File: src/rtl/lab2_proc_proc_decode_imm_ctrl.sv
// Decode-stage immediate classifier with a 2-entry output FIFO toward X.
// Each instruction is classified on enqueue; dequeued work is tallied in counters.
module lab2_proc_proc_decode_imm_ctrl (
  input  logic        clk,
  input  logic        reset,
  input  logic        in_val,
  output logic        in_rdy,
  input  logic [31:0] in_inst,
  output logic        out_val,
  input  logic        out_rdy,
  output logic [31:0] out_inst,
  output logic [2:0]  out_imm_type,
  output logic        out_has_imm,
  output logic        out_illegal,
  input  logic        squash,
  output logic [15:0] num_insts,
  output logic [7:0]  num_illegal
);

  localparam logic [2:0] IMM_I     = 3'd0;
  localparam logic [2:0] IMM_S     = 3'd1;
  localparam logic [2:0] IMM_B     = 3'd2;
  localparam logic [2:0] IMM_U     = 3'd3;
  localparam logic [2:0] IMM_J     = 3'd4;
  localparam logic [2:0] IMM_SHAMT = 3'd5;

  logic [1:0]  count;
  logic        rd_ptr;
  logic        wr_ptr;
  logic [31:0] inst_q [2];
  logic [2:0]  type_q [2];
  logic [1:0]  has_imm_q;
  logic [1:0]  illegal_q;

  logic        enq;
  logic        deq;
  logic [2:0]  enq_type;
  logic        enq_has_imm;
  logic        enq_illegal;

  always_comb begin
    enq_type    = IMM_I;
    enq_has_imm = 1'b1;
    enq_illegal = 1'b0;
    case (in_inst[6:0])
      7'b0110111, 7'b0010111:            enq_type = IMM_U;
      7'b1101111:                        enq_type = IMM_J;
      7'b1100011:                        enq_type = IMM_B;
      7'b0100011:                        enq_type = IMM_S;
      7'b0000011, 7'b1100111, 7'b1110011: enq_type = IMM_I;
      7'b0010011: begin
        if (in_inst[14:12] == 3'b001 || in_inst[14:12] == 3'b101)
          enq_type = IMM_SHAMT;
      end
      7'b0110011:                        enq_has_imm = 1'b0;
      default: begin
        enq_has_imm = 1'b0;
        enq_illegal = 1'b1;
      end
    endcase
  end

  // No enqueue-on-dequeue bypass: readiness depends only on occupancy.
  assign in_rdy  = !reset && (count != 2'd2) && !squash;
  assign out_val = !reset && (count != 2'd0);
  assign enq     = in_val && in_rdy;
  assign deq     = out_val && out_rdy && !squash;

  assign out_inst     = out_val ? inst_q[rd_ptr]    : 32'd0;
  assign out_imm_type = out_val ? type_q[rd_ptr]    : 3'd0;
  assign out_has_imm  = out_val && has_imm_q[rd_ptr];
  assign out_illegal  = out_val && illegal_q[rd_ptr];

  always_ff @(posedge clk) begin
    if (reset) begin
      count       <= 2'd0;
      rd_ptr      <= 1'b0;
      wr_ptr      <= 1'b0;
      num_insts   <= 16'd0;
      num_illegal <= 8'd0;
    end else if (squash) begin
      // Pointers realign so the next enqueue lands at the head slot.
      count  <= 2'd0;
      rd_ptr <= 1'b0;
      wr_ptr <= 1'b0;
    end else begin
      if (enq) wr_ptr <= ~wr_ptr;
      if (deq) begin
        rd_ptr <= ~rd_ptr;
        if (illegal_q[rd_ptr]) begin
          if (num_illegal != 8'hFF) num_illegal <= num_illegal + 8'd1;
        end else begin
          num_insts <= num_insts + 16'd1;
        end
      end
      case ({enq, deq})
        2'b10:   count <= count + 2'd1;
        2'b01:   count <= count - 2'd1;
        default: count <= count;
      endcase
    end
  end

  always_ff @(posedge clk) begin
    if (enq) begin
      inst_q[wr_ptr]    <= in_inst;
      type_q[wr_ptr]    <= enq_type;
      has_imm_q[wr_ptr] <= enq_has_imm;
      illegal_q[wr_ptr] <= enq_illegal;
    end
  end

endmodule

File: config.mk
export PLATFORM = sky130hd
export DESIGN_NAME = lab2_proc_proc_decode_imm_ctrl
export DESIGN_NICKNAME = d
export VERILOG_FILES = /design/src/rtl/lab2_proc_proc_decode_imm_ctrl.sv
export SDC_FILE = /design/constraint.sdc
export NUM_CORES = 1
export LEC_CHECK = 0
export BUFFER_PORTS_ARGS = -buffer_cell sky130_fd_sc_hd__buf_2
export CAP_MARGIN = 20
export CELL_PAD_IN_SITES_DETAIL_PLACEMENT = 1
export CELL_PAD_IN_SITES_GLOBAL_PLACEMENT = 1
export CORE_MARGIN = 2
export CORE_UTILIZATION = 40
export DETAILED_ROUTE_END_ITERATION = 8
export PLACE_DENSITY = 0.83
export REMOVE_ABC_BUFFERS = 1
export SLEW_MARGIN = 40
export SYNTH_ARGS = -nofsm -noshare
export SYNTH_HDL_FRONTEND = slang
export SYNTH_SLANG_ARGS = --single-unit
File: constraint.sdc
create_clock -name clk -period 3.76 [get_ports clk]
set_clock_uncertainty 0.2 [all_clocks]
set_input_delay 0 -clock clk [delete_from_list [all_inputs] [get_ports clk]]
set_output_delay 0 -clock clk [all_outputs]
set_load 0.005 [all_outputs]
==> results.md <==
| Stage | Parameter | Reported |
|:---|:---|:---|
| sta | Worst slew margin | 55.5% |
| pwr | Power share of the sequential group | 59.0% |
| clocking | Number of buffers added for setup after CTS | 0 |
| sta | Number of setup violations in the final report | 0 |
| grt | Vias in the first global route | 3466 |
| pwr | Sw Ratio | 23.0% |
| grt | Initial antenna violation count | 0 |
| die | FP Rows | 37 |
| routing | Initial detailed-routing violation count | 151 |
| synth | Share of flip-flops with an asynchronous set or reset | 0% |
| cells and area | Share of layout cells above drive strength 1 | 26.3% |
| sta | Tmin final | 2.61 ns |
| die | Top-level I/O count | 100 |
| pwr | Switching component of the power | 0.480 mW |
| routing | Via count normalized by instance count | 5.23 |
| routing | Final ANT Viol Nets | 0 |
| hold path | Hold Crit Depth | 4 |
| worst setup path | Largest incremental delay on the critical path | 0.75 ns |
| die | Starting utilization of the core area | 41.3% |
| pwr | Peak ir drop on the vdd network | 0.000223 V |
| grt | Sum of overflow across all layers after global routing | 0 |
| sta | Total count of hold-check failures in the final report | 0 |
| routing | DR WL/cell | 17.9 um |
| sta | Max-slew violation count | 0 |
| routing | Total detailed-routing wirelength | 11100 um |
| hold path | Hold WC Path Type | in -> reg |
| sta | Upper clock frequency limit | 0.384 GHz |
| grt | Pin count of the biggest net entering global routing | 36 |
| cells and area | # nets final | 517 |
| clocking | Count of clock tree sinks | 103 |
| die | Vertical die dimension | 107 um |
| cells and area | Post-route core utilization | 53.5% |
| sta | Slew at the pin closest to its max-slew limit | 0.667 ns |
| grt | Total GRT Usage | 20.2% |
| cells and area | Number of antenna repair diodes | 0 |
| routing | Residual DRC count | 0 |
| pwr | Power share of the clock group | 35.4% |
| synth | Post-synth EDFFs | 74 |
| clocking | Clk_lat worst skew | 0.38 ns |
| synth | Most instantiated flip-flop cell in the synthesis netlist | edfxtp_1 |
| placed design | Number of port buffers | 99 |
| grt | Wire length of the first global-routing pass | 17600 um |
| cells and area | Most frequent standard cell in the layout excluding fill and tap cells | buf_2 |
| worst setup path | Cell type group with the largest total delay on the critical path | simple AND/OR/NAND/NOR gates |
| worst setup path | Slowest CP cell | or4_1 |
| synth | Synthesis-stage register bit count | 103 |
| synth | Average footprint of a synthesized cell | 12.5 sq um |
| synth | Portion of the post-synthesis area used by sequential elements | 65.5% |
| worst setup path | Most common cell type on the critical path | or4_1 |
| die | Core Footprint | 0.0104 sq mm |
| die | Die width | 107 um |
| run | Number of max-cap violations | 0 |
| clocking | Register clock-pin slew on the reported worst setup and hold paths | 0.11 ns |
| die | Area enclosed by the die boundary | 0.0115 sq mm |
| placed design | Placer Congestion | 0.825 |
| worst setup path | Count of buffering cells on the critical path with inverters included | 2 |
| worst setup path | Number of cells on the worst reg-to-reg path | 4 |
| clocking | Root Buffer Master | clkbuf_8 |
| synth | Number of distinct library cells after synthesis | 39 |
| worst setup path | CP endpoint kind | flop |
| worst setup path | Setup CP Type | in -> reg |
| clocking | Clock tree buffer depth | 2 |
| run status | Result of the run | finished clean |
| synth | Number of warning messages in the yosys log | 0 |
| placed design | Half-perimeter wire length after detailed placement | 7530 um |
| synth | Syn Std Cell Area | 0.00428 sq mm |
| routing | Vias | 3231 |
| clocking | Clock tree from TritonCTS | done |
| cells and area | Area growth from synthesis to layout | 29.6% |
| worst setup path | Cells traversed along the worst timing path | dlygate4sd3_1 -> buf_2 -> or2_1 -> or4_1 -> or4_1 -> a21oi_1 |
| cells and area | Highest-count cells in the layout ignoring fill and taps | buf_2 (99), edfxtp_1 (74), nor2_1 (51) |
| synth | Number of instances in the synthesized netlist | 342 |
| sta | Setup repair after global routing missed its margin | no |
| pwr | Share of power burned in combinational logic | 5.6% |
| worst setup path | Critical path data required time | 3.87 ns |
| pwr | Leakage power of the design | 2.03 nW |
| worst setup path | Highest net fanout along the worst path | 25 |
| cells and area | Fill cell instance count of the final layout | 1114 |
| clocking | Count of cells resized by post-cts repair | 0 |
| clocking | Total number of H-tree levels | 3 |
| sta | Period Utilization, post-route | 69.3% |
| clocking | Total CTS buffers | 9 |
| pwr | Internal | 1.61 mW |
| sta | Total Neg Setup Slack | 0 ns |
| worst setup path | Count of cell instances traversed by the critical path | 6 |
| pwr | Areal power density over the cells | 377 mW/mm^2 |
| routing | Count of TritonRoute iterations in the first routing pass | 4 |
| worst setup path | Worst EP arrival | 2.72 ns |
| worst setup path | Startpoint type of the worst setup path | primary input |
[cells by family (layout without fill, tap and decap cells)]
family	after synthesis	after routing	synth area share, %
adder cells (fa/ha/maj)	3	3	0.877
buffers and inverters	23	163	2.54
flip-flops	103	103	65.5
AO/OA/AOI/OAI	47	47	6.29
multiplexers	41	41	9.62
XOR/XNOR	9	9	1.84
AND/OR/NAND/NOR	116	116	13.3
[area by class of cell]
type                    instances  area [sq um]  area share (%)
flip-flops and latches        103          2810            50.6
repair buffers                138           931            16.8
well taps                     136           170            3.07
inverters                       9          33.8           0.609
clock inverters                 7          86.3            1.56
clock buffers                   9           124            2.23
multi-input cells             216          1390            25.1
[power groups by stage]
| stage | sequential (mW) | combinational, mW | clock [mW] |
|---|---|---|---|
| floorplan | 1.26 | 0.0308 | 0 |
| CTS | 1.23 | 0.116 | 0.762 |
| finish | 1.23 | 0.117 | 0.739 |
| global route | 1.23 | 0.127 | 0.800 |
| detailed placement | 1.26 | 0.0872 | 0 |
| global placement | 1.26 | 0.0741 | 0 |
[cell usage after synthesis, types with 5 or more instances]
cell       n  share of area [%]
a21oi_1   20                2.3
clkbuf_1   8               0.70
dfxtp_1   29                 14
edfxtp_1  74                 52
inv_1      9               0.79
mux2i_1   40                9.4
nand2_1   12                1.1
nand3_1   13                1.5
nand4_1    5               0.73
nor2_1    53                4.6
o21ai_0   15                1.8
o31ai_1    5               0.88
or3_1     10                1.5
or4_1      6                1.1
xnor2_1    6                1.2
[worst register-to-register path, stage by stage, from the launching register on]
cell and delay (ns):
dfxtp_1 0.44, mux2_2 0.41, or4_1 0.67, or4_1 0.56, a21oi_1 0.18
[stage by stage]
stage	instances	area, sq um	hold WS, ns	worst slack [ns]	power, mW
finish	618	5550	0.0222	1.15	2.09
global route	618	5550	0.0379	1.01	2.16
CTS	618	5550	0.0102	1.17	2.11
detailed placement	567	4980	-0.00483	1.27	1.35
global placement	563	4900	-0.00897	1.35	1.33
floorplan	328	4200	-0.131	0.858	1.29
[path summary, 6_finish.rpt]
kind	startpoint	to	slack, ns
worst min register to register	num_insts[14]$_SDFFE_PP0P_	num_insts[14]$_SDFFE_PP0P_	0.31
worst min-delay path	in_val	wr_ptr$_SDFFE_PP0P_	0.02
worst max-delay path	reset	num_insts[13]$_SDFFE_PP0P_	1.15
worst max register to register	rd_ptr$_SDFFE_PP0P_	num_insts[13]$_SDFFE_PP0P_	1.24
[what timing repair did]
action | 4_1_cts | 5_1_grt
hold buffers | 35 | 0
endpoints found under the hold margin | 101 | 0
setup endpoints to repair | 0 | 0
[flip-flops by register name, indices dropped and copies added, names as in the netlist, named ones only]
signal and flops:
type_q 6, count 2, num_illegal 8, inst_q 64
rd_ptr 1, has_imm_q 2, illegal_q 2, num_insts 16
wr_ptr 1
[metal layers]
layer / GRT usage, % / part of all wire [%] / up-vias / wire (um)
met5: 0 / 0 / - / 0
met3: 3.57 / 4.8 / 14 / 530
met4: 7.97 / 1.6 / 0 / 180
met2: 35.5 / 50 / 96 / 5550
li1: - / - / 1532 / -
met1: 24.6 / 43 / 1589 / 4800
No activity file was read; power rests on OpenSTA's default activity.
